===== src/rtl/mac_arbiter_pkg.sv =====
// Shared types and constants for the two-port multiplier arbiter.
// Arbitration policy is selected by MAC_ARB_RR_EN (see mac_arbiter.sv).
package mac_arbiter_pkg;

  localparam int unsigned XLEN_W = 32;
  localparam int unsigned OP_W   = 5;

  localparam logic [OP_W-1:0] OP_MUL    = 5'd10;
  localparam logic [OP_W-1:0] OP_MULH   = 5'd11;
  localparam logic [OP_W-1:0] OP_MULHU  = 5'd12;
  localparam logic [OP_W-1:0] OP_MULHSU = 5'd13;

  typedef enum logic {
    ST_IDLE = 1'b0,
    ST_RESP = 1'b1
  } state_t;

  typedef logic [0:0] port_id_t;

  typedef struct packed {
    logic [XLEN_W-1:0] a;
    logic [XLEN_W-1:0] b;
    logic [OP_W-1:0]   op;
  } mac_req_t;

endpackage


===== src/rtl/mac_arbiter_if.sv =====
// Request/response channel of one multiplier client (core or FFT engine).
interface mac_arbiter_if;
  import mac_arbiter_pkg::*;

  logic              req_valid;
  logic              req_ready;
  logic [XLEN_W-1:0] a;
  logic [XLEN_W-1:0] b;
  logic [OP_W-1:0]   op;
  logic              rsp_valid;
  logic              rsp_ready;
  logic [XLEN_W-1:0] rsp_data;
  logic              rsp_err;

  modport master (
    output req_valid, a, b, op, rsp_ready,
    input  req_ready, rsp_valid, rsp_data, rsp_err
  );

  modport slave (
    input  req_valid, a, b, op, rsp_ready,
    output req_ready, rsp_valid, rsp_data, rsp_err
  );

endinterface


===== src/rtl/mac_arbiter_mul.sv =====
// Combinational 32x32 multiplier covering MUL/MULH/MULHU/MULHSU.
// Unknown op codes produce zero data with the error flag raised.
module mac_arbiter_mul
  import mac_arbiter_pkg::*;
#(
  parameter int unsigned XLEN = 32
) (
  input  logic [XLEN-1:0] a,
  input  logic [XLEN-1:0] b,
  input  logic [OP_W-1:0] op,
  output logic [XLEN-1:0] data_c,
  output logic            err_c
);

  localparam int unsigned EXT_W  = XLEN + 1;
  localparam int unsigned PROD_W = 2 * XLEN;

  logic                     a_sgn;
  logic                     b_sgn;
  logic signed [EXT_W-1:0]  a_ext;
  logic signed [EXT_W-1:0]  b_ext;
  logic signed [PROD_W-1:0] prod;

  // Per-op operand signedness; one signed multiplier serves all four ops
  always_comb begin
    a_sgn = 1'b0;
    b_sgn = 1'b0;
    err_c = 1'b0;
    case (op)
      OP_MUL:    ;
      OP_MULH:   begin a_sgn = 1'b1; b_sgn = 1'b1; end
      OP_MULHU:  ;
      OP_MULHSU: a_sgn = 1'b1;
      default:   err_c = 1'b1;
    endcase
  end

  assign a_ext = $signed({a_sgn & a[XLEN-1], a});
  assign b_ext = $signed({b_sgn & b[XLEN-1], b});
  assign prod  = PROD_W'(a_ext) * PROD_W'(b_ext);

  always_comb begin
    data_c = '0;
    if (!err_c) begin
      data_c = (op == OP_MUL) ? prod[XLEN-1:0] : prod[PROD_W-1:XLEN];
    end
  end

endmodule


===== src/rtl/mac_arbiter.sv =====
// Shares one multiplier between the core (p0) and FFT engine (p1), one
// transaction in flight. MAC_ARB_RR_EN: round-robin; otherwise p0 has priority.
module mac_arbiter
  import mac_arbiter_pkg::*;
#(
  parameter int unsigned XLEN = 32
) (
  input  logic          clk,
  input  logic          rst,
  mac_arbiter_if.slave  p0,
  mac_arbiter_if.slave  p1,
  output logic          busy
);

  state_t          state;
  port_id_t        gnt_id;
  port_id_t        sel_c;
  logic            any_req_c;
  logic            accept_c;
  logic            fire_c;
  logic [1:0]      port_mask_c;
  mac_req_t        req_c;
  logic [XLEN-1:0] mul_data_c;
  logic            mul_err_c;
  logic [XLEN-1:0] rsp_data_q;
  logic [1:0]      rsp_valid_q;
  logic [1:0]      rsp_err_q;
`ifdef MAC_ARB_RR_EN
  port_id_t        rr_ptr;
`endif

  // Grant selection and request mux
  always_comb begin
    any_req_c = p0.req_valid | p1.req_valid;
`ifdef MAC_ARB_RR_EN
    if (p0.req_valid && p1.req_valid) begin
      sel_c = rr_ptr;
    end else begin
      sel_c = port_id_t'(p1.req_valid);
    end
`else
    sel_c = port_id_t'(!p0.req_valid);
`endif
    accept_c    = (state == ST_IDLE) && !rst && any_req_c;
    port_mask_c = (sel_c == 1'b1) ? 2'b10 : 2'b01;
    if (sel_c == 1'b1) begin
      req_c = '{a: p1.a, b: p1.b, op: p1.op};
    end else begin
      req_c = '{a: p0.a, b: p0.b, op: p0.op};
    end
    fire_c = (gnt_id == 1'b1) ? p1.rsp_ready : p0.rsp_ready;
  end

  mac_arbiter_mul #(.XLEN(XLEN)) u_mul (
    .a      (req_c.a),
    .b      (req_c.b),
    .op     (req_c.op),
    .data_c (mul_data_c),
    .err_c  (mul_err_c)
  );

  // Result is captured on the accept edge so rsp_valid rises one cycle later
  always_ff @(posedge clk) begin
    if (rst) begin
      state       <= ST_IDLE;
      busy        <= 1'b0;
      gnt_id      <= 1'b0;
      rsp_data_q  <= '0;
      rsp_valid_q <= 2'b00;
      rsp_err_q   <= 2'b00;
`ifdef MAC_ARB_RR_EN
      rr_ptr      <= 1'b0;
`endif
    end else begin
      case (state)
        ST_IDLE: begin
          if (accept_c) begin
            state       <= ST_RESP;
            busy        <= 1'b1;
            gnt_id      <= sel_c;
            rsp_data_q  <= mul_data_c;
            rsp_valid_q <= port_mask_c;
            rsp_err_q   <= mul_err_c ? port_mask_c : 2'b00;
`ifdef MAC_ARB_RR_EN
            rr_ptr      <= ~sel_c;
`endif
          end
        end
        ST_RESP: begin
          if (fire_c) begin
            state       <= ST_IDLE;
            busy        <= 1'b0;
            rsp_data_q  <= '0;
            rsp_valid_q <= 2'b00;
            rsp_err_q   <= 2'b00;
          end
        end
      endcase
    end
  end

  assign p0.req_ready = accept_c & (sel_c == 1'b0);
  assign p1.req_ready = accept_c & (sel_c == 1'b1);
  assign p0.rsp_valid = rsp_valid_q[0];
  assign p1.rsp_valid = rsp_valid_q[1];
  assign p0.rsp_err   = rsp_err_q[0];
  assign p1.rsp_err   = rsp_err_q[1];
  assign p0.rsp_data  = rsp_data_q;
  assign p1.rsp_data  = rsp_data_q;

endmodule


===== src/flat_wrapper.sv =====
// flat-port wrapper written by rule: the top's interface ports become plain ports
module mac_arbiter_flat import mac_arbiter_pkg::*;
#(
  parameter int unsigned XLEN = 32
)
  (clk, rst, busy, p0_req_valid, p0_a, p0_b, p0_op, p0_rsp_ready, p0_req_ready, p0_rsp_valid, p0_rsp_data, p0_rsp_err, p1_req_valid, p1_a, p1_b, p1_op, p1_rsp_ready, p1_req_ready, p1_rsp_valid, p1_rsp_data, p1_rsp_err);
  mac_arbiter_if p0_i ();
  mac_arbiter_if p1_i ();
  input  logic clk;
  input  logic rst;
  output logic busy;
  input wire logic [$bits(p0_i.req_valid)-1:0] p0_req_valid;
  input wire logic [$bits(p0_i.a)-1:0] p0_a;
  input wire logic [$bits(p0_i.b)-1:0] p0_b;
  input wire logic [$bits(p0_i.op)-1:0] p0_op;
  input wire logic [$bits(p0_i.rsp_ready)-1:0] p0_rsp_ready;
  output wire logic [$bits(p0_i.req_ready)-1:0] p0_req_ready;
  output wire logic [$bits(p0_i.rsp_valid)-1:0] p0_rsp_valid;
  output wire logic [$bits(p0_i.rsp_data)-1:0] p0_rsp_data;
  output wire logic [$bits(p0_i.rsp_err)-1:0] p0_rsp_err;
  input wire logic [$bits(p1_i.req_valid)-1:0] p1_req_valid;
  input wire logic [$bits(p1_i.a)-1:0] p1_a;
  input wire logic [$bits(p1_i.b)-1:0] p1_b;
  input wire logic [$bits(p1_i.op)-1:0] p1_op;
  input wire logic [$bits(p1_i.rsp_ready)-1:0] p1_rsp_ready;
  output wire logic [$bits(p1_i.req_ready)-1:0] p1_req_ready;
  output wire logic [$bits(p1_i.rsp_valid)-1:0] p1_rsp_valid;
  output wire logic [$bits(p1_i.rsp_data)-1:0] p1_rsp_data;
  output wire logic [$bits(p1_i.rsp_err)-1:0] p1_rsp_err;
  assign p0_i.req_valid = p0_req_valid;
  assign p0_i.a = p0_a;
  assign p0_i.b = p0_b;
  assign p0_i.op = p0_op;
  assign p0_i.rsp_ready = p0_rsp_ready;
  assign p0_req_ready = p0_i.req_ready;
  assign p0_rsp_valid = p0_i.rsp_valid;
  assign p0_rsp_data = p0_i.rsp_data;
  assign p0_rsp_err = p0_i.rsp_err;
  assign p1_i.req_valid = p1_req_valid;
  assign p1_i.a = p1_a;
  assign p1_i.b = p1_b;
  assign p1_i.op = p1_op;
  assign p1_i.rsp_ready = p1_rsp_ready;
  assign p1_req_ready = p1_i.req_ready;
  assign p1_rsp_valid = p1_i.rsp_valid;
  assign p1_rsp_data = p1_i.rsp_data;
  assign p1_rsp_err = p1_i.rsp_err;
  mac_arbiter #(.XLEN(XLEN)) u_core (.clk(clk), .rst(rst), .p0(p0_i), .p1(p1_i), .busy(busy));
endmodule

===== config.mk =====
export PLATFORM = sky130hd
export DESIGN_NAME = mac_arbiter_flat
export DESIGN_NICKNAME = d
export VERILOG_FILES = /design/src/rtl/mac_arbiter_pkg.sv /design/src/rtl/mac_arbiter_if.sv /design/src/rtl/mac_arbiter_mul.sv /design/src/rtl/mac_arbiter.sv /design/src/flat_wrapper.sv
export SDC_FILE = /design/constraint.sdc
export NUM_CORES = 2
export LEC_CHECK = 0
export CAP_MARGIN = 20
export CORE_AREA = 3 3 423 425
export DETAILED_ROUTE_END_ITERATION = 6
export DIE_AREA = 0 0 426 428
export PLACE_DENSITY = 0.42
export RECOVER_POWER = 50
export SETUP_SLACK_MARGIN = 0.5
export SYNTH_ARGS = -nofsm -noshare
export SYNTH_HDL_FRONTEND = slang
export SYNTH_SLANG_ARGS = --single-unit

===== constraint.sdc =====
create_clock -name clk -period 23.3 [get_ports clk]
set_input_delay 2.33 -clock clk [delete_from_list [all_inputs] [get_ports clk]]
set_output_delay 2.33 -clock clk [all_outputs]
set_load 0.05 [all_outputs]

==> summary.txt <==
Status - complete, but fails checks
Failing checks - max-capacitance violations, max-slew violations
Root Buffer - clkbuf_16
Ratio of cells with drive above 1 in the final layout - 4.58%
Initial antenna violation count - 5
#FFs+latches synth - 39
Req. time, crit path - 23.45 ns
Relative slew slack - -238%
Number of port buffers - 214
Crit start category - input pin
TritonRoute pass-1 iters - 6
Critical Path End Type - register
Row count - 154
Final worst setup slack - 7.61 ns
# DRC - 0
Nets - 6088
Starting Density - 22.9%
Period utilisation layout - 67.3%
DR vias - 30500
# resized after CTS - 0
Crit-path max FO - 69
Hold Crit Class - reg2reg
# hold bufs at CTS - 0
First DRT Iteration DRCs - 1588
Most frequent cells in the layout - 1178 x inv_1, 1125 x fa_1, 805 x nand2_1, 342 x nor2_1, 212 x ha_1
Largest net degree at the start of global routing - 70
RePlAce Congestion - 0.887
Final HPWL DP - 127000 µm
Final Slew Violations - 70
Top FF cell, synth - dfxtp_1
Total Routed Length - 156000 µm
First-pass GRT wire length - 232000 µm
Max_cap viols - 1
Grt ovf - 0
Asr flop ratio synth - 0%
WP data arrival - 15.84 ns
CTS tree - done
Hold Fails Final Rpt - 0
Ant. Diodes - 0
Die Y - 428 µm
Worst-margin pin slew - 5.06 ns
Antenna-violating nets left - 0
Post-Syn Instances - 4534
Worst stage delay on the critical path - 3.46 ns
Number of flops mapped to enable cells by yosys - 0
Syn_nets - 6015
Final setup viols - 0
IO Count - 215
# fillers - 19100
Count of cell types in the netlist - 81
Seq/Total Area, Yosys - 1.94%
Avg Inst Size Synth - 8.89 µm²
CTS Buffer Depth - 2
Most common cell after layout, fill and taps aside - inv_1
Final Util - 25.8%
Global Route Usage Sum - 17.3%
Setup Fix Bufs, Post-CTS - 0
Core Area - 176000 µm²
Synth-to-Final Area Change - 12.5%
Clock Pin Slew Worst Setup and Hold Paths - 0.06 ns
Dpl ws - 10.69 ns
Die area - 182000 µm²
Die X - 426 µm
Max H-tree Level - 2
Setup TNS - 0 ns
Synth warn - 0
RSZ-0062 raised after global routing - no
Clk_lat worst skew - 0.29 ns
Critical path class - in2reg
Mapped Area - 40300 µm²
Critical-path top delay cell - clkbuf_1
Via density - 4.38
Clock skew - 0.00269 ns
Wire per inst - 22.4 µm
Clock Sinks - 39
Top cell by count, worst path - fa_1
TritonCTS Buffers - 5
Vias in the first global route - 33900
Max Fclk - 63.7 MHz
Period minus WS final - 15.69 ns
-- registers in the layout (all words and copies together), names as in the netlist --
| register | flops |
|---|---|
| u_core.busy | 1 |
| u_core.gnt_id | 1 |
| u_core.p0.rsp_data | 32 |
| u_core.rsp_err_q | 2 |
| u_core.rsp_valid_q | 2 |
| u_core.state | 1 |
-- final cells by class --
type | count | area (µm²) | share of cell area [%]
multi-input combinational | 3083 | 34300 | 75.6
inverter | 1179 | 4430 | 9.76
tap | 2340 | 2930 | 6.45
timing repair buffer | 299 | 2780 | 6.13
sequential | 39 | 781 | 1.72
clock buffer | 6 | 139 | 0.306
clock inverter | 2 | 35.0 | 0.0772
-- cell usage after synthesis, types with 6 or more instances --
library cell	n	share of area, %
nand2b_1	13	0.20
nand3_1	17	0.21
mux2i_1	55	1.4
and2_1	39	0.61
o21a_1	6	0.11
nand4_1	8	0.12
buf_1	8	0.074
nand2_1	805	7.5
clkbuf_1	178	1.7
and3_1	7	0.11
buf_4	33	0.61
o21ai_1	7	0.087
a31oi_1	8	0.12
dfxtp_1	39	1.9
inv_1	1178	11
nor2b_1	14	0.22
nor3_1	19	0.24
o21ai_0	50	0.62
ha_1	212	6.6
a22oi_1	16	0.30
xor2_1	20	0.43
or3_1	8	0.12
a21o_1	29	0.54
a21oi_1	70	0.87
and4_1	6	0.13
mux2_2	64	1.8
buf_2	13	0.16
fa_1	1125	56
o21bai_1	10	0.19
xnor2_1	46	1.0
nor2_1	342	3.2
-- routing by layer --
layer / vias to the layer above / part of all wire (%) / GRT usage, %
met1: 16600 / 39 / 20.4
met5: - / 0 / 0
li1: 13200 / - / -
met3: 167 / 2.4 / 0.781
met2: 559 / 55 / 33.4
met4: 0 / 3.3 / 4.64
-- worst max-delay path, delay by kind of cell --
kind | cells | cell delay [ns]
fa+ha+maj | 9 | 5.10
xor+xnor | 1 | 0.19
simple gates | 4 | 1.11
buf+inv | 8 | 5.15
compound gates | 5 | 1.90
-- through the flow --
step | instance area (µm²) | hold slack [ns] | instances
2_1_floorplan | 40300 | 0.473 | 4534
3_3_place_gp | 45100 | 0.448 | 6936
3_5_place_dp | 45200 | 0.452 | 6938
4_1_cts | 45300 | 0.466 | 6946
5_1_grt | 45400 | 0.480 | 6948
6_report | 45400 | 0.462 | 6948
-- final timing paths --
check,cells past startpoint,slack (ns),to,from
worst max register to register,8,20.11,u_core.p0.rsp_data[25]$_SDFFE_PP0P_,u_core.state$_SDFF_PP0_
worst max-delay path,27,7.61,u_core.p0.rsp_data[26]$_SDFFE_PP0P_,p0_req_valid
worst min register to register,2,0.46,u_core.busy$_SDFFE_PP0P_,u_core.busy$_SDFFE_PP0P_
worst min-delay path,2,0.46,u_core.busy$_SDFFE_PP0P_,u_core.busy$_SDFFE_PP0P_
-- logic make-up after synthesis --
kind of cell	count (synthesis)	synth area share (%)
buffers and inverters	1412	13.5
adder cells (fa/ha/maj)	1337	62.4
AND/OR/NAND/NOR	1302	13.1
AO/OA/AOI/OAI	259	4.41
multiplexers	119	3.15
XOR/XNOR	66	1.43
flip-flops	39	1.94
Power is left out: the tool's default activity adds up to more than one toggle a clock period on the data nets, which glitch-free logic cannot reach.
